$ cat src/rtl/chicken_turn_sched_pkg.sv
// Shared constants for the chicken game sequencer: mode codes, player index
// width helper and default cycle counts for a 100 MHz clock.
package chicken_turn_sched_pkg;

    typedef enum logic [2:0] {
        IDLE       = 3'b000,
        TURN_START = 3'b001,
        WAIT_FLIP  = 3'b010,
        COMPARE    = 3'b011,
        MOVE       = 3'b100,
        REVEAL     = 3'b101,
        PASS       = 3'b110,
        GAMEOVER   = 3'b111
    } mode_t;

    localparam int unsigned DEF_NUM_PLAYERS = 4;
    localparam int unsigned DEF_CNT_W       = 28;
    localparam int unsigned DEF_TIMEOUT_CYC = 150000000;
    localparam int unsigned DEF_REVEAL_CYC  = 50000000;
    localparam int unsigned DEF_PASS_CYC    = 100000000;

    // Player index width, never narrower than one bit.
    function automatic int unsigned idx_width(input int unsigned n);
        return (n > 1) ? $clog2(n) : 1;
    endfunction

    localparam int unsigned DEF_PW = idx_width(DEF_NUM_PLAYERS);

endpackage

$ cat src/rtl/chicken_turn_sched_phase_timer.sv
// Per-phase cycle timer: cleared on every phase change, counts while enabled,
// and flags the last cycle of the phase against a muxed limit.
module chicken_turn_sched_phase_timer #(
    parameter int unsigned CNT_W = 28
) (
    input  logic             clk,
    input  logic             rst,
    input  logic             clr,
    input  logic             en,
    input  logic [CNT_W-1:0] limit,
    output logic             done
);

    logic [CNT_W-1:0] count;

    // Count up while enabled; saturate rather than wrap.
    always_ff @(posedge clk) begin
        if (rst || clr)
            count <= '0;
        else if (en && (count != '1))
            count <= count + CNT_W'(1);
    end

    // Terminal count: this is the final cycle of the timed phase.
    always_comb begin
        done = en && (count == (limit - CNT_W'(1)));
    end

endmodule

$ cat src/rtl/chicken_turn_sched.sv
// Game-phase sequencer: drives the mode bus M, rotates turns round-robin and
// steps each turn through flip, compare, reveal, move and pass phases.
module chicken_turn_sched
    import chicken_turn_sched_pkg::*;
#(
    parameter  int unsigned NUM_PLAYERS = DEF_NUM_PLAYERS,
    parameter  int unsigned CNT_W       = DEF_CNT_W,
    parameter  int unsigned TIMEOUT_CYC = DEF_TIMEOUT_CYC,
    parameter  int unsigned REVEAL_CYC  = DEF_REVEAL_CYC,
    parameter  int unsigned PASS_CYC    = DEF_PASS_CYC,
    localparam int unsigned PW          = idx_width(NUM_PLAYERS)
) (
    input  logic                   clk,
    input  logic                   rst,
    input  logic                   start,
    input  logic [NUM_PLAYERS-1:0] flip_req,
    input  logic                   match_vld,
    input  logic                   match,
    input  logic                   move_done,
    input  logic                   win,
    output logic [2:0]             M,
    output logic [PW-1:0]          active_player,
    output logic                   flip_ack,
    output logic                   move_en,
    output logic                   timeout,
    output logic [PW-1:0]          winner
);

    localparam logic [CNT_W-1:0] TIMEOUT_LIM = CNT_W'(TIMEOUT_CYC);
    localparam logic [CNT_W-1:0] REVEAL_LIM  = CNT_W'(REVEAL_CYC);
    localparam logic [CNT_W-1:0] PASS_LIM    = CNT_W'(PASS_CYC);
    localparam logic [PW-1:0]    LAST_PLAYER = PW'(NUM_PLAYERS - 1);

    mode_t            state, state_nxt;
    logic             matched;
    logic             move_first;
    logic             flip_hit;
    logic             tmr_en;
    logic             tmr_done;
    logic [CNT_W-1:0] tmr_limit;

    assign M        = state;
    assign flip_hit = flip_req[active_player];

    chicken_turn_sched_phase_timer #(
        .CNT_W (CNT_W)
    ) u_timer (
        .clk   (clk),
        .rst   (rst),
        .clr   (state_nxt != state),
        .en    (tmr_en),
        .limit (tmr_limit),
        .done  (tmr_done)
    );

    // State register; move_first marks the entry cycle of MOVE.
    always_ff @(posedge clk) begin
        if (rst) begin
            state      <= IDLE;
            move_first <= 1'b0;
        end else begin
            state      <= state_nxt;
            move_first <= (state_nxt == MOVE) && (state != MOVE);
        end
    end

    // Next-state selection for the turn sequence.
    always_comb begin
        state_nxt = state;
        case (state)
            IDLE:       if (start) state_nxt = TURN_START;
            TURN_START: state_nxt = WAIT_FLIP;
            WAIT_FLIP: begin
                if (flip_hit)      state_nxt = COMPARE;
                else if (tmr_done) state_nxt = PASS;
            end
            COMPARE:    if (match_vld) state_nxt = REVEAL;
            REVEAL:     if (tmr_done) state_nxt = matched ? MOVE : PASS;
            MOVE:       if (move_done) state_nxt = win ? GAMEOVER : WAIT_FLIP;
            PASS:       if (tmr_done) state_nxt = TURN_START;
            GAMEOVER:   if (start) state_nxt = TURN_START;
            default:    state_nxt = IDLE;
        endcase
    end

    // Pulse outputs and timer targeting for the current phase.
    always_comb begin
        flip_ack  = 1'b0;
        timeout   = 1'b0;
        move_en   = 1'b0;
        tmr_en    = 1'b0;
        tmr_limit = '0;
        case (state)
            WAIT_FLIP: begin
                tmr_en    = 1'b1;
                tmr_limit = TIMEOUT_LIM;
                flip_ack  = flip_hit;
                timeout   = tmr_done && !flip_hit;
            end
            REVEAL: begin
                tmr_en    = 1'b1;
                tmr_limit = REVEAL_LIM;
            end
            PASS: begin
                tmr_en    = 1'b1;
                tmr_limit = PASS_LIM;
            end
            MOVE:    move_en = move_first;
            default: ;
        endcase
    end

    // Turn pointer, match flag and winner registers.
    always_ff @(posedge clk) begin
        if (rst) begin
            active_player <= '0;
            winner        <= '0;
            matched       <= 1'b0;
        end else begin
            if (((state == IDLE) || (state == GAMEOVER)) && start)
                active_player <= '0;
            else if ((state == PASS) && tmr_done)
                active_player <= (active_player == LAST_PLAYER) ? '0
                                 : active_player + PW'(1);

            if ((state == GAMEOVER) && start)
                winner <= '0;
            else if ((state == MOVE) && move_done && win)
                winner <= active_player;

            if ((state == COMPARE) && match_vld)
                matched <= match;
        end
    end

endmodule
$ cat config.mk
export PLATFORM = sky130hd
export DESIGN_NAME = chicken_turn_sched
export DESIGN_NICKNAME = d
export VERILOG_FILES = /design/src/rtl/chicken_turn_sched_pkg.sv /design/src/rtl/chicken_turn_sched_phase_timer.sv /design/src/rtl/chicken_turn_sched.sv
export SDC_FILE = /design/constraint.sdc
export NUM_CORES = 1
export LEC_CHECK = 0
export CORE_MARGIN = 2
export CORE_UTILIZATION = 45
export DETAILED_ROUTE_END_ITERATION = 8
export GPL_ROUTABILITY_DRIVEN = 0
export SLEW_MARGIN = 20
export SYNTH_ARGS = -nofsm -noshare
export SYNTH_HDL_FRONTEND = slang
export SYNTH_SLANG_ARGS = --single-unit
$ cat constraint.sdc
create_clock -name clk -period 6.2 [get_ports clk]
set_input_delay 1.24 -clock clk [delete_from_list [all_inputs] [get_ports clk]]
set_output_delay 1.24 -clock clk [all_outputs]
set_load 0.03 [all_outputs]
==> flow_metrics.py, run 1 <==
metrics = {
    "sta": {
        "finalCritPeriodShare_pct": 77.36,
        "finalSetupViolations": 0,
        "fin_crit_ps": 4796,
        "finalMaxSlewViolations": 0,
        "rsz0062_at_grt": "no",
        "hold_viol_final": 0,
        "holdWs_ps": 505.1,
        "setup_tns_ps": 0,
        "skew_ps": 8.376,
        "slew_headroom_pct": 44.00,
        "tightest_slew_ps": 838.8,
        "fmax_ghz": 0.2085,
    },
    "drt": {
        "finalWirelength_um": 5077,
        "ant_nets": 0,
        "viasPerCell": 5.547,
        "drt_first_iter_violations": 172,
        "drtPass1Iterations": 4,
        "num_vias": 1986,
        "wl_per_cell_um": 14.18,
        "drc_errors": 0,
    },
    "power_and_ir_drop": {
        "comb_power_share_pct": 17.1,
        "total_power_uw": 509.7,
        "pwr-share-clk_pct": 33.5,
        "switching_share_pct": 30.45,
        "leakagePower_nw": 0.8708,
        "pwr-share-seq_pct": 49.5,
        "net-switching-power_uw": 155.2,
        "irDropWorstVdd_mv": 0.1687,
        "p_per_area_nw_per_um2": 198.2,
        "power.internal_uw": 354.5,
    },
    "critical_path": {
        "crit_required_ps": 4960,
        "critPathBufInv": 1,
        "crit_type": "reg -> out",
        "cp_max_fo": 26,
        "critPathTopFamily": "simple AND/OR/NAND/NOR gates",
        "critPathArrivalTime_ps": 3560,
        "crit_path_start": "M[2]$_SDFF_PP0_",
        "max_stage_delay_ps": 870,
        "start_kind": "flop",
        "cpMaxStageDelayCell": "dfxtp_1",
        "cp_cell_sequence": "and3b_1, nor2_1, ha_1, nor4_1, o21ai_0, nor4_1, nand3_1, nor2_1, clkdlybuf4s50_1",
        "endpoint_kind": "primary output",
        "r2r_start": "M[2]$_SDFF_PP0_",
    },
    "floorplanning": {
        "start_util_pct": 47.58,
        "dieWidth_um": 75.14,
        "die_h_um": 75.14,
        "core_area_um2": 4786,
        "die-area_um2": 5645,
        "rows": 25,
        "ios": 21,
    },
    "clock_tree": {
        "cts_buffers": 5,
        "cts.path.max_buffers": 2,
        "hold_buffers": 0,
        "clk_latency_ps": 290,
        "cts_sinks": 37,
        "postCtsSetupRepairBufs": 0,
        "cts_tree": "yes",
        "h-tree-depth": 2,
        "path_clk_slew_ps": 80,
        "clockRootBuffer": "clkbuf_8",
        "cts_resized": 0,
    },
    "synthesis": {
        "synth_top_cells_by_count": "40 x nor2_1, 37 x dfxtp_1, 21 x nand3_1, 21 x xor2_1, 18 x nand2_1",
        "syn_avg_cell_area_um2": 8.221,
        "synthFlopType": "dfxtp_1",
        "synth_edf_count": 0,
        "ys_ff_latch": 37,
        "yosysSeqAreaShare_pct": 32.53,
        "yosys.area.top_type": "dfxtp_1",
        "synth_area_um2": 2277,
        "synth_nets": 292,
        "synthTopCellsByArea": "dfxtp_1 33%, xor2_1 8.1%, nor2_1 6.6%",
        "yosysMostFrequentCell": "nor2_1",
        "yosysTopAreaCellShare_pct": 32.53,
        "synth_warnings": 0,
        "async_flop_share_pct": 0,
        "synthCells": 277,
        "synth.distinct_cells": 50,
    },
    "grt": {
        "grt_pass1_vias": 1815,
        "grt_max_degree": 29,
        "antenna_found_initial": 0,
        "grt.overflow.total": 0,
        "grt_pass1_wl_um": 8645,
        "grtUsageTotal_pct": 20.02,
    },
    "placement": {
        "post_dp_cell_area_um2": 2481,
        "hpwl_um": 3627,
        "portBuffers": 20,
    },
    "status": {
        "outcome": "complete, no violations",
    },
    "cells_and_area": {
        "syn_to_final_growth_pct": 12.91,
        "drive_gt1_share_pct": 5.155,
        "fin_area_um2": 2571,
        "nets": 305,
        "antenna_cells": 0,
    },
    "worst_hold_path": {
        "hp-start": "winner[1]$_SDFFE_PP0P_",
        "hp-class": "reg -> reg",
    },
    "job": {
        "maxCapViolations": 0,
    },
}
cell type report:
cell class                 count  area (um^2)
fill                         477         2215
multi-input combinational    221         1438
sequential                    37        740.7
timing repair buffer          20        200.2
tap                           67        83.83
clock buffer                   5        68.82
clock inverter                 3        21.27
inverter                       5        18.77
routing by layer:
layer,vias to the layer above,GRT usage (%),share of wire [%]
met2,33,26.90,41
met3,6,6.292,3.9
met5,-,0,0
met4,0,5.653,1.3
met1,921,30.44,54
li1,1026,-,-
through the flow:
step / std cells / worst slack, ps / util, %
final: 358 / 1404 / 53.73
after global placement: 350 / 1641 / 51.84
after CTS: 358 / 1436 / 53.73
after detailed placement: 350 / 1649 / 51.84
after global routing: 358 / 1132 / 53.73
after floorplan: 277 / 2507 / -
final timing paths:
check | endpoint | slack [ps] | depth (start not counted)
worst max-delay path | timeout | 1400 | 9
worst min-delay path | winner[1]$_SDFFE_PP0P_ | 510 | 2
worst max register to register | u_timer.count[2]$_SDFFE_PP0P_ | 2470 | 9
worst min register to register | winner[1]$_SDFFE_PP0P_ | 510 | 2
state kept, by name, summed over array words and instances (netlist names):
register,count
u_timer.count,28
M,3
active_player,2
winner,2
matched,1
move_first,1
placed cells by master (no fill, tap or decap), types with 5 or more instances in the layout:
cell type        count
nor2_1              40
dfxtp_1             37
nand3_1             21
xor2_1              21
clkdlybuf4s50_1     20
nand2_1             18
nand4_1             12
o21ai_0             11
xnor2_1              9
and4_1               8
and3_1               8
nor4_1               7
nor3_1               7
a21oi_1              7
mux2i_1              5
clkbuf_8             5
power groups by stage:
stage,sequential [mW],combinational (mW),clock (mW)
CTS,0.252,0.0873,0.176
finish,0.252,0.0869,0.171
global placement,0.257,0.0864,0
floorplan,0.252,0.0709,0
global route,0.253,0.0976,0.190
detailed placement,0.257,0.0869,0
worst min-delay path: cells and delay by family, from the launching register on:
| family | cells | cell delay (ps) |
|---|---|---|
| flops | 1 | 330 |
| mux | 1 | 60 |
| simple gates | 1 | 80 |
cells by family (layout without fill, tap and decap cells):
family                     count (synthesis)  after routing  synth area share [%]
adders and majority gates                  4              4                 2.198
xor gates and xnor gates                  30             30                 11.54
and+or+nand+nor                          143            143                 33.35
muxes                                      6              6                 3.187
AOI/OAI and AO/OA                         38             38                 12.86
DFF                                       37             37                 32.53
buffers and inverters                     19             33                 4.340
Note: power is estimated with default switching activity, not from simulation.
==> run 2: changes to the inputs <==
--- a/config.mk
+++ b/config.mk
@@ -9,6 +9,7 @@
 export CORE_UTILIZATION = 45
 export DETAILED_ROUTE_END_ITERATION = 8
 export GPL_ROUTABILITY_DRIVEN = 0
+export PLACE_DENSITY = 0.67
 export SLEW_MARGIN = 20
 export SYNTH_ARGS = -nofsm -noshare
 export SYNTH_HDL_FRONTEND = slang
==> constraint.sdc (replaced) <==
create_clock -name clk -period 4.24 [get_ports clk]
set_input_delay 0.848 -clock clk [delete_from_list [all_inputs] [get_ports clk]]
set_output_delay 0.848 -clock clk [all_outputs]
set_load 0.03 [all_outputs]
==> flow_metrics.py, run 2 (same netlist as run 1, synthesis figures left out) <==
metrics = {
    "status": {
        "outcome": "complete, no violations",
    },
    "cells_and_area": {
        "regArea_um2": 740.7,
        "syn_to_final_growth_pct": 15.99,
        "final_cell_mix": "40 x nor2_1, 37 x dfxtp_1, 21 x nand3_1, 21 x xor2_1, 20 x clkdlybuf4s50_1",
        "drive_gt1_share_pct": 7.119,
        "largest_reg_flops": 28,
        "final_common_cell": "nor2_1",
        "top_register": "u_timer.count",
        "antenna_cells": 0,
        "nets": 309,
        "utilization_pct": 55.19,
        "multiInputGateArea_um2": 1451,
        "nFillCells": 471,
    },
    "clock_tree": {
        "cts.path.max_buffers": 2,
        "path_clk_slew_ps": 70,
        "h-tree-depth": 2,
        "clk_latency_ps": 300,
        "clockRootBuffer": "clkbuf_8",
        "cts_tree": "yes",
        "cts_sinks": 37,
        "postCtsSetupRepairBufs": 0,
        "cts_buffers": 5,
    },
    "critical_path": {
        "cpMaxStageDelayCell": "clkdlybuf4s50_1",
        "crit_required_ps": 3390,
        "critPathBufInv": 2,
        "r2r_start": "M[1]$_SDFF_PP0_",
        "critPathTopFamily": "simple AND/OR/NAND/NOR gates",
        "crit_path_start": "M[0]$_SDFF_PP0_",
        "cpMostUsedCell": "nand3_1",
        "cp_max_fo": 9,
        "endpoint_kind": "primary output",
        "crit_type": "reg -> out",
        "critPathArrivalTime_ps": 3160,
        "cp_cell_sequence": "nand2b_1, clkinv_1, ha_1, xor2_1, nand3_1, nor4_2, nand3_1, nor2_1, clkdlybuf4s50_1",
        "max_stage_delay_ps": 670,
        "start_kind": "flop",
    },
    "drt": {
        "drc_errors": 0,
        "viasPerCell": 5.586,
        "drtPass1Iterations": 4,
        "wl_per_cell_um": 13.97,
        "ant_nets": 0,
        "finalWirelength_um": 5056,
        "num_vias": 2022,
        "drt_first_iter_violations": 146,
    },
    "grt": {
        "grt_pass1_vias": 1861,
        "grtUsageTotal_pct": 19.45,
        "grt_max_degree": 29,
        "antenna_found_initial": 0,
        "grt_pass1_wl_um": 8452,
        "grt.overflow.total": 0,
    },
    "floorplanning": {
        "rows": 25,
        "die_h_um": 75.14,
        "core_area_um2": 4786,
        "start_util_pct": 47.58,
        "ios": 21,
        "die-area_um2": 5645,
        "dieWidth_um": 75.14,
    },
    "worst_hold_path": {
        "hp-class": "reg -> reg",
        "hp-start": "winner[1]$_SDFFE_PP0P_",
    },
    "sta": {
        "finalSetupViolations": 0,
        "hold_viol_final": 0,
        "fin_crit_ps": 4006,
        "fmax_ghz": 0.2496,
        "finalMaxSlewViolations": 0,
        "skew_ps": 7.467,
        "rsz0062_at_grt": "no",
        "slew_headroom_pct": 48.28,
        "setup_tns_ps": 0,
        "tightest_slew_ps": 775.8,
        "finalCritPeriodShare_pct": 94.47,
    },
    "power_and_ir_drop": {
        "power.internal_uw": 599.5,
        "leakagePower_nw": 0.9066,
        "switching_share_pct": 26.91,
        "pwr-share-seq_pct": 43.7,
        "p_per_area_nw_per_um2": 310.5,
        "net-switching-power_uw": 220.7,
        "pwr-share-clk_pct": 38.8,
        "comb_power_share_pct": 17.5,
        "irDropWorstVdd_mv": 0.2079,
    },
    "job": {
        "maxCapViolations": 0,
    },
    "placement": {
        "hpwl_um": 3568,
        "portBuffers": 20,
    },
}
[run 2: cell count changes in the layout (fill, tap and decap cells not counted), sizes merged]
| cell | delta |
|---|---|
| buf | +4 |
| clkbuf | +2 |
| bufinv | +1 |
| clkinv | -1 |
| clkinvlp | -1 |
| inv | -1 |
[run 2: power by group through the flow]
stage               clock network [mW]  logic, mW  registers, mW
floorplan                            0      0.104          0.368
global placement                     0      0.141          0.366
detailed placement                   0      0.141          0.366
CTS                              0.325      0.142          0.358
global route                     0.338      0.159          0.359
finish                           0.319      0.143          0.358
[run 2: path summary, 6_finish.rpt]
check,depth (start not counted),slack [ps],to
worst max-delay path,9,230,timeout
worst min-delay path,2,500,winner[1]$_SDFFE_PP0P_
worst max register to register,9,1090,u_timer.count[2]$_SDFFE_PP0P_
worst min register to register,2,500,winner[1]$_SDFFE_PP0P_
[run 2: routing by layer]
layer	track usage (%)	routed length, um
met5	0	0
met4	6.628	65
met3	3.882	167
met2	29.14	2239
met1	27.98	2583
[run 2: per-stage QoR]
stage          instance area (um^2)  hold WS, ps  setup WS, ps  cells  power, mW
2_1_floorplan                  2277        455.1         938.9    277     0.4720
6_report                       2641        495.4         234.3    362     0.8202
4_1_cts                        2628        506.7         237.9    362     0.8255
5_1_grt                        2641        535.1         28.14    362     0.8564
3_3_place_gp                   2511        479.9         493.7    354     0.5070
3_5_place_dp                   2511        488.9         479.6    354     0.5074
[run 2: tightest hold or removal path, stage by stage, from the launching register on]
cell and delay [ps]:
dfxtp_1 320, mux2i_1 60, nor2_1 80
[run 2: timing repair]
item	CTS	global route
hold buffers	0	0
setup endpoints to repair	0	1
resized for setup	0	3
[run 2: final cells by class]
type,count,area share (%)
clock buffer,7,3.269
clock inverter,1,1.137
inverter,5,0.7106
multi-input combinational,221,54.95
sequential,37,28.04
tap,67,3.174
timing repair buffer,24,8.716
==> run 3: changes to the inputs <==
--- a/config.mk
+++ b/config.mk
@@ -9,8 +9,9 @@
 export CORE_UTILIZATION = 45
 export DETAILED_ROUTE_END_ITERATION = 8
 export GPL_ROUTABILITY_DRIVEN = 0
-export PLACE_DENSITY = 0.67
+export PLACE_DENSITY = 0.66
 export SLEW_MARGIN = 20
 export SYNTH_ARGS = -nofsm -noshare
 export SYNTH_HDL_FRONTEND = slang
+export SYNTH_HIERARCHICAL = 1
 export SYNTH_SLANG_ARGS = --single-unit
==> flow_metrics.py, run 3 <==
metrics = {
    "status": {
        "outcome": "complete, no violations",
    },
    "cells_and_area": {
        "top_register": "u_timer/count",
        "stdcell_count": 532,
        "antenna_cells": 0,
        "syn_to_final_growth_pct": 29.35,
        "drive_gt1_share_pct": 16.48,
        "nets": 468,
        "largest_reg_flops": 28,
        "final_cell_mix": "50 x nor2_1, 42 x conb_1, 36 x xor2_1, 34 x dfxtp_1, 21 x nand2_1",
        "final_common_cell": "nor2_1",
    },
    "synthesis": {
        "yosys.area.top_type": "dfxtp_1",
        "synth_area_um2": 2980,
        "synthCells": 376,
        "yosysSeqAreaShare_pct": 24.85,
        "yosysMostFrequentCell": "nor2_1",
        "ys_ff_latch": 37,
        "synthFlopType": "dfxtp_1",
        "synth_warnings": 6,
        "syn_avg_cell_area_um2": 7.926,
        "synth_top_cells_by_count": "50 x nor2_1, 37 x dfxtp_1, 36 x xor2_1",
        "synthTopCellsByArea": "dfxtp_1 25%, xor2_1 11%, nor2_1 6.3%",
        "synth_edf_count": 0,
        "async_flop_share_pct": 0,
        "yosysTopAreaCellShare_pct": 24.85,
        "synth.distinct_cells": 66,
    },
    "drt": {
        "wl_per_cell_um": 12.89,
        "viasPerCell": 5.261,
        "drt_first_iter_violations": 111,
        "drc_errors": 0,
        "finalWirelength_um": 6859,
        "num_vias": 2799,
        "drtPass1Iterations": 4,
        "ant_nets": 0,
    },
    "sta": {
        "hold_viol_final": 0,
        "finalMaxSlewViolations": 0,
        "finalCritPeriodShare_pct": 97.21,
        "finalSetupViolations": 0,
        "slew_headroom_pct": 65.16,
        "fmax_ghz": 0.2426,
        "tightest_slew_ps": 515.4,
        "skew_ps": 6.474,
        "fin_crit_ps": 4122,
    },
    "power_and_ir_drop": {
        "total_power_mw": 1.745,
        "p_per_area_nw_per_um2": 452.5,
        "irDropWorstVdd_mv": 0.2717,
        "leakagePower_nw": 1.519,
    },
    "floorplanning": {
        "die-area_um2": 7290,
        "die_h_um": 85.38,
        "dieWidth_um": 85.38,
        "ios": 21,
        "start_util_pct": 46.67,
        "rows": 29,
        "core_area_um2": 6386,
    },
    "critical_path": {
        "endpoint_kind": "primary output",
        "cpMaxStageDelayCell": "dfxtp_4",
        "crit_required_ps": 3390,
        "max_stage_delay_ps": 370,
        "cp_max_fo": 8,
        "critPathArrivalTime_ps": 3270,
        "cp_cell_sequence": "nand2b_4, buf_6, o21ai_4, nor4_4, buf_4, nand4b_4, buf_12, nor2_4, xor2_1, or3_1, a32oi_1, o2111a_1, buf_4, and3b_2, buf_4",
        "crit_type": "reg -> out",
        "cpMostUsedCell": "buf_4",
        "start_kind": "flop",
    },
    "clock_tree": {
        "cts_sinks": 37,
        "cts.path.max_buffers": 2,
        "clockRootBuffer": "clkbuf_8",
        "path_clk_slew_ps": 80,
        "cts_buffers": 5,
        "hold_buffers": 0,
        "cts_tree": "yes",
        "clk_latency_ps": 290,
        "h-tree-depth": 2,
    },
    "grt": {
        "grtUsageTotal_pct": 19.81,
        "grt.overflow.total": 0,
        "antenna_found_initial": 0,
        "grt_max_degree": 22,
        "grt_pass1_vias": 2611,
        "grt_pass1_wl_um": 12030,
    },
    "placement": {
        "dp.cells": 515,
        "portBuffers": 20,
        "hpwl_um": 5176,
    },
    "worst_hold_path": {
        "hp-class": "reg -> reg",
    },
    "job": {
        "maxCapViolations": 0,
    },
}
-- run 3: changes by cell type in the layout (fill, tap and decap cells not counted), sizes merged, moves of 9 or more --
cell	previous run	this run
or3	2	11
nor3	7	16
conb	0	42
xor2	21	36
buf	4	24
nor2	40	51
xnor2	9	20
-- run 3: layout make-up --
cell class	instances	area, um^2
Fill cell	589	2531
Multi-Input combinational cell	358	2464
Sequential cell	37	749.5
Timing Repair Buffer	43	397.9
Clock buffer	7	107.6
Tap cell	77	96.34
Inverter	9	33.78
Clock inverter	1	6.256
-- run 3: kinds of logic after synthesis --
kind of cell	Yosys count	synth area share, %
muxes	12	4.450
other	1	0.1258
AOI/OAI and AO/OA	53	12.80
xor gates and xnor gates	56	16.46
and+or+nand+nor	192	36.90
buffers and inverters	22	3.149
DFF	37	24.85
adders and majority gates	3	1.260
-- run 3: report_power, final --
part | switching, mW | leakage, nW | internal [mW]
clock | 0.136 | 0.0599 | 0.168
combinational | 0.584 | 1.16 | 0.453
sequential | 0.0281 | 0.300 | 0.375
total | 0.748 | 1.52 | 0.996
-- run 3: per-stage QoR --
stage | instance area (um^2) | hold slack, ps | util, % | setup TNS (ps) | setup WS (ps)
after global routing | 3855 | 574.0 | 60.36 | -260.1 | -25.85
final | 3855 | 509.0 | 60.36 | 0 | 118.1
after CTS | 3681 | 513.6 | 57.64 | 0 | 47.36
after floorplan | 3244 | 454.3 | - | 0 | 29.23
after detailed placement | 3567 | 490.0 | 55.86 | 0 | 78.08
after global placement | 3567 | 477.2 | 55.86 | 0 | 180.0
-- run 3: timing repair --
action	in CTS	in global routing
setup endpoints to repair	0	29
resized for setup	0	18
buffers inserted	0	9
-- run 3: worst max-delay path, delay by kind of cell, from the launching register on --
family                 cells  cell delay [ps]
AND/OR/NAND/NOR            6             1200
buffers and inverters      5              810
AO/OA/AOI/OAI              3              530
flip-flops                 1              370
XOR/XNOR                   1               70
-- run 3: path summary, 6_finish.rpt --
check                          from                             to  slack, ps  cells past startpoint
max                 M[0]$_SDFF_PP0_                        timeout        120                     15
min          winner[0]$_SDFFE_PP0P_         winner[0]$_SDFFE_PP0P_        510                      2
max reg2reg         M[0]$_SDFF_PP0_  u_timer/count[6]$_SDFFE_PP0P_        170                     19
min reg2reg  winner[0]$_SDFFE_PP0P_         winner[0]$_SDFFE_PP0P_        510                      2
-- run 3: routing by layer --
layer  up-vias  global-route usage, %  part of all wire [%]
met1      1296                  26.95                    47
met3         4                  3.210                   2.7
li1       1468                      -                     -
met5         -                      0                     0
met4         0                  3.463                  0.55
met2        31                  33.45                    50
